<file path="config.mk">
export PLATFORM = sky130hd
export DESIGN_NAME = sign_op_arbiter_ctrl
export DESIGN_NICKNAME = d
export VERILOG_FILES = /design/src/rtl/sign_op_pkg.sv /design/src/rtl/sign_op_datapath.sv /design/src/rtl/sign_op_arbiter_ctrl.sv
export SDC_FILE = /design/constraint.sdc
export NUM_CORES = 1
export LEC_CHECK = 0
export CORE_MARGIN = 2
export CORE_UTILIZATION = 45
export DETAILED_ROUTE_END_ITERATION = 16
export PLACE_DENSITY_LB_ADDON = 0.3
export SLEW_MARGIN = 20
export SYNTH_ARGS = -nofsm -noshare
export SYNTH_HDL_FRONTEND = slang
export SYNTH_HIERARCHICAL = 1
export SYNTH_SLANG_ARGS = --single-unit
</file>
<file path="constraint.sdc">
create_clock -name clock -period 3.2 [get_ports clock]
set_input_delay 0.64 -clock clock [delete_from_list [all_inputs] [get_ports clock]]
set_output_delay 0.64 -clock clock [all_outputs]
set_load 0.01 [all_outputs]
</file>
<file path="src/rtl/sign_op_pkg.sv">
// Shared types and constants for the sign-dependent operand unit and its
// arbiter/sequencing controller.
package sign_op_pkg;

  // Controller sequencing states.
  typedef enum logic [1:0] {
    IDLE = 2'b00,
    EXEC = 2'b01,
    RESP = 2'b10
  } state_t;

  // Operation kind reported with each result.
  localparam logic [1:0] KIND_CLR = 2'b00;
  localparam logic [1:0] KIND_DIV = 2'b01;
  localparam logic [1:0] KIND_MUL = 2'b10;

  // Requester index (two requesters, one bit).
  typedef logic req_id_t;

endpackage : sign_op_pkg

</file>
<file path="src/rtl/sign_op_datapath.sv">
// AR/BR/CR datapath: operand registers, sign/zero classification of AR and
// the result register CR. The controls load/div/mul/clr are mutually
// exclusive and come from the controller FSM.
module sign_op_datapath
  import sign_op_pkg::*;
#(
  parameter int W = 16
) (
  input  logic                clock,
  input  logic                reset_b,
  input  logic                load,
  input  logic                div,
  input  logic                mul,
  input  logic                clr,
  input  logic signed [W-1:0] a_in,
  input  logic signed [W-1:0] b_in,
  output logic                ar_neg,
  output logic                ar_zero,
  output logic signed [W-1:0] cr
);

  logic signed [W-1:0] ar;
  logic signed [W-1:0] br;

  // Halving of a negative operand: arithmetic shift keeps the sign bit.
  function automatic logic signed [W-1:0] asr1(input logic signed [W-1:0] x);
    return x >>> 1;
  endfunction

  // Doubling with wrap: the MSB of the operand is deliberately dropped.
  function automatic logic signed [W-1:0] shl1_wrap(input logic signed [W-1:0] x);
    return {x[W-2:0], 1'b0};
  endfunction

  // Classification flags look at the registered AR only.
  assign ar_neg  = ar[W-1];
  assign ar_zero = (ar == '0);

  // Operand registers capture the granted requester's operands.
  always_ff @(posedge clock or negedge reset_b) begin
    if (!reset_b) begin
      ar <= '0;
      br <= '0;
    end else if (load) begin
      ar <= a_in;
      br <= b_in;
    end
  end

  // Result register written once per operation in the execute cycle.
  always_ff @(posedge clock or negedge reset_b) begin
    if (!reset_b) begin
      cr <= '0;
    end else if (div) begin
      cr <= asr1(ar);
    end else if (mul) begin
      cr <= shl1_wrap(br);
    end else if (clr) begin
      cr <= '0;
    end
  end

endmodule : sign_op_datapath

</file>
<file path="src/rtl/sign_op_arbiter_ctrl.sv">
// Two-port round-robin arbiter and sequencer for the shared sign-dependent
// operand unit. Grants one requester at a time, runs one execute cycle and
// hands the result out over a ready/valid channel.
module sign_op_arbiter_ctrl
  import sign_op_pkg::*;
#(
  parameter int W = 16
) (
  input  logic         clock,
  input  logic         reset_b,
  input  logic [1:0]   req,
  input  logic [W-1:0] a0,
  input  logic [W-1:0] b0,
  input  logic [W-1:0] a1,
  input  logic [W-1:0] b1,
  output logic [1:0]   gnt,
  output logic         rsp_valid,
  input  logic         rsp_ready,
  output logic         rsp_id,
  output logic [1:0]   rsp_kind,
  output logic [W-1:0] rsp_data,
  output logic         busy
);

  state_t              state_q;
  state_t              state_d;
  req_id_t             ptr_q;
  req_id_t             win;
  logic                load;
  logic                div;
  logic                mul;
  logic                clr;
  logic                ar_neg;
  logic                ar_zero;
  logic signed [W-1:0] a_sel;
  logic signed [W-1:0] b_sel;
  logic signed [W-1:0] cr;

  // Winner selection: a lone request always wins, a tie goes to the pointer.
  always_comb begin
    win = 1'b0;
    if (req == 2'b11) begin
      win = ptr_q;
    end else begin
      win = req[1];
    end
  end

  assign a_sel = win ? $signed(a1) : $signed(a0);
  assign b_sel = win ? $signed(b1) : $signed(b0);

  // Next-state, grant and datapath control decode.
  always_comb begin
    state_d = state_q;
    gnt     = 2'b00;
    load    = 1'b0;
    div     = 1'b0;
    mul     = 1'b0;
    clr     = 1'b0;
    case (state_q)
      IDLE: begin
        if (req != 2'b00) begin
          gnt     = win ? 2'b10 : 2'b01;
          load    = 1'b1;
          state_d = EXEC;
        end
      end
      EXEC: begin
        if (ar_neg) begin
          div = 1'b1;
        end else if (ar_zero) begin
          clr = 1'b1;
        end else begin
          mul = 1'b1;
        end
        state_d = RESP;
      end
      RESP: begin
        if (rsp_ready) begin
          state_d = IDLE;
        end
      end
      default: begin
        state_d = IDLE;
      end
    endcase
  end

  // State register and round-robin pointer (pointer moves to the loser).
  always_ff @(posedge clock or negedge reset_b) begin
    if (!reset_b) begin
      state_q <= IDLE;
      ptr_q   <= 1'b0;
    end else begin
      state_q <= state_d;
      if (load) begin
        ptr_q <= ~win;
      end
    end
  end

  // Registered response sideband and status outputs.
  always_ff @(posedge clock or negedge reset_b) begin
    if (!reset_b) begin
      rsp_valid <= 1'b0;
      rsp_id    <= 1'b0;
      rsp_kind  <= KIND_CLR;
      busy      <= 1'b0;
    end else begin
      rsp_valid <= (state_d == RESP);
      busy      <= (state_d != IDLE);
      if (load) begin
        rsp_id <= win;
      end
      if (div) begin
        rsp_kind <= KIND_DIV;
      end else if (mul) begin
        rsp_kind <= KIND_MUL;
      end else if (clr) begin
        rsp_kind <= KIND_CLR;
      end
    end
  end

  sign_op_datapath #(
    .W (W)
  ) u_datapath (
    .clock   (clock),
    .reset_b (reset_b),
    .load    (load),
    .div     (div),
    .mul     (mul),
    .clr     (clr),
    .a_in    (a_sel),
    .b_in    (b_sel),
    .ar_neg  (ar_neg),
    .ar_zero (ar_zero),
    .cr      (cr)
  );

  // CR is already a register; it doubles as the held response data.
  assign rsp_data = cr;

endmodule : sign_op_arbiter_ctrl

</file>
==> summary.md <==
### Run status
- status: finished clean

### Flow run
- count of maximum capacitance violations: 0

### Timing
- final hold slack: 0.476 ns
- pin slew with the least headroom to its limit: 0.920 ns
- number of pins exceeding their max-slew limit in the final report: 0
- number of hold violations in the final report: 0
- worst-case setup margin in the final layout: 0.480 ns
- fmax: 368 MHz
- RSZ-0062 raised after global routing: false
- endpoints failing setup: 0
- clock skew: 0.00777 ns
- headroom to the max-slew limit: 38.6%
- crit share post-route: 85.0%
- Total Negative Setup Slacks: 0 ns
- minimum clock period: 2.72 ns

### Detailed routing
- Wirelength per Cell: 15.2 µm
- via count normalized by instance count: 5.16
- First DRT Iteration DRCs: 103
- remaining antenna violation count: 0
- first-pass detailed-route iteration total: 4
- DRC violation count after routing: 0
- total routed wirelength: 5.87 mm
- vias post-DR: 1992

### Global routing
- number of antenna violations at the first check in global routing: 0
- total congestion overflow: 0
- number of global-route vias before repair: 1971
- wire length of the first global-routing pass: 9.64 mm
- combined global-route utilization of all metal layers: 16.9%
- pin count of the biggest net entering global routing: 43

### Min path
- type of the most critical hold path: in2async

### Finish
- commonest cells after routing, fill and taps aside: 88 x clkdlybuf4s50_1, 55 x dfrtp_1, 33 x mux2_2
- count of inserted antenna diode cells: 0
- proportion of layout cells with a drive suffix above 1: 25.6%
- Fill cells: 521
- net count reported at finish: 378
- layout-stage area growth over the synthesis result: 34.3%
- Layout Cell Area excl Fill: 3890 µm²
- most common library cell in the layout ignoring fill and taps: clkdlybuf4s50_1

### Placed design
- final RePlAce weighted congestion: 0.742
- post-placement cell area: 3790 µm²
- detailed placement HPWL: 4.31 mm
- post-placement setup slack: 0.476 ns
- count of input and output buffers: 89

### Yosys
- number of instances in the synthesized netlist: 222
- Synthesized Nets: 291
- syn avg cell area: 13.0 µm²
- cell area after synthesis: 2900 µm²
- Yosys Warn Count: 6

### Clocking
- H-tree Lvls: 2
- Clock Latency Late Sink: 0.30 ns
- clock buffers created by TritonCTS: 5
- post-cts hold buffer count: 0
- Clk Tree Root Cell: clkbuf_8
- maximum clock insertion buffer count: 2
- CTS tree: yes
- clock transition at the registers of the reported paths: 0.09 ns
- clock sink count: 55
- postcts setup bufs: 0
- number of gates resized after cts: 0

### Setup path
- Worst setup EP type: primary output
- slowest stage cell on the critical path: clkdlybuf4s50_1
- crit path max fanout: 7
- class of the most critical setup path: in2out
- data required time of the worst path: 2.56 ns
- Most common cell on crit path: clkdlybuf4s50_1
- Worst Setup Start Kind: primary input
- Critical Path Max Stage Delay: 0.69 ns
- Critical Path AT: 2.08 ns
- cell-by-cell trace of the critical path: clkdlybuf4s50_1 -> nand2_8 -> nor3_1 -> clkdlybuf4s50_1

### Pwr
- leakage: 1.67 nW
- Final Power: 0.00322 W
- total power density per cell area: 828 nW/µm²
- Worst IR Drop VDD: 0.493 mV

### Floorplanning
- site row count: 29
- boundary pin count: 92
- chip height: 84.2 µm
- Initial Util: 46.1%
- die outline area: 7090 µm²
- die width: 84.2 µm
- core region area: 6280 µm²

==> sequential cells by signal (all words and copies together), names as in the netlist <==
register       flops
busy               1
ptr_q              1
rsp_id             1
rsp_kind           2
rsp_valid          1
state_q            2
u_datapath/ar     16
u_datapath/br     15
u_datapath/cr     16
==> cell type report <==
type	instances	area (µm²)	area share, %
Multi-Input combinational cell	151	1390	35.6
Tap cell	77	96.3	2.48
Inverter	2	7.51	0.193
Clock inverter	1	30.0	0.772
Timing Repair Buffer	94	923	23.7
Clock buffer	6	72.6	1.86
Sequential cell	55	1380	35.4
==> power breakdown <==
group / leakage, nW / switching [W] / internal (W) / total, W
clock: 0.0513 / 0.000201 / 0.000229 / 0.000430
combinational: 0.975 / 0.000605 / 0.000893 / 0.00150
sequential: 0.646 / 0.000235 / 0.00106 / 0.00129
total: 1.67 / 0.00104 / 0.00218 / 0.00322
==> final timing paths <==
kind | slack (ns) | depth (start not counted) | to | from
max in group asynchronous | 1.99 | 2 | u_datapath/ar[14] | reset_b
min | 0.48 | 1 | rsp_kind[1] | reset_b
max reg2reg | 0.99 | 5 | u_datapath/cr[15] | u_datapath/ar[13]
max | 0.48 | 4 | gnt[1] | req[1]
min in group clock | 0.48 | 1 | rsp_kind[1] | rsp_kind[1]
min reg2reg | 0.48 | 1 | rsp_kind[1] | rsp_kind[1]
==> worst max-delay path: cells and delay by family <==
family	cells	cell delay (ns)
simple gates	2	0.20
buf+inv	2	1.25
==> per-stage QoR <==
stage	instances	util, %
final	386	62.0
after global routing	386	62.0
after CTS	386	62.0
after detailed placement	379	60.4
after global placement	379	60.4
after floorplan	222	-
==> per-layer routing <==
layer / wire length (µm) / global-route usage, %
met3: 302 / 4.03
met2: 2910 / 28.6
met5: 0 / 0
met4: 50 / 4.40
met1: 2600 / 21.8
Power figures use the tool's default switching activity.
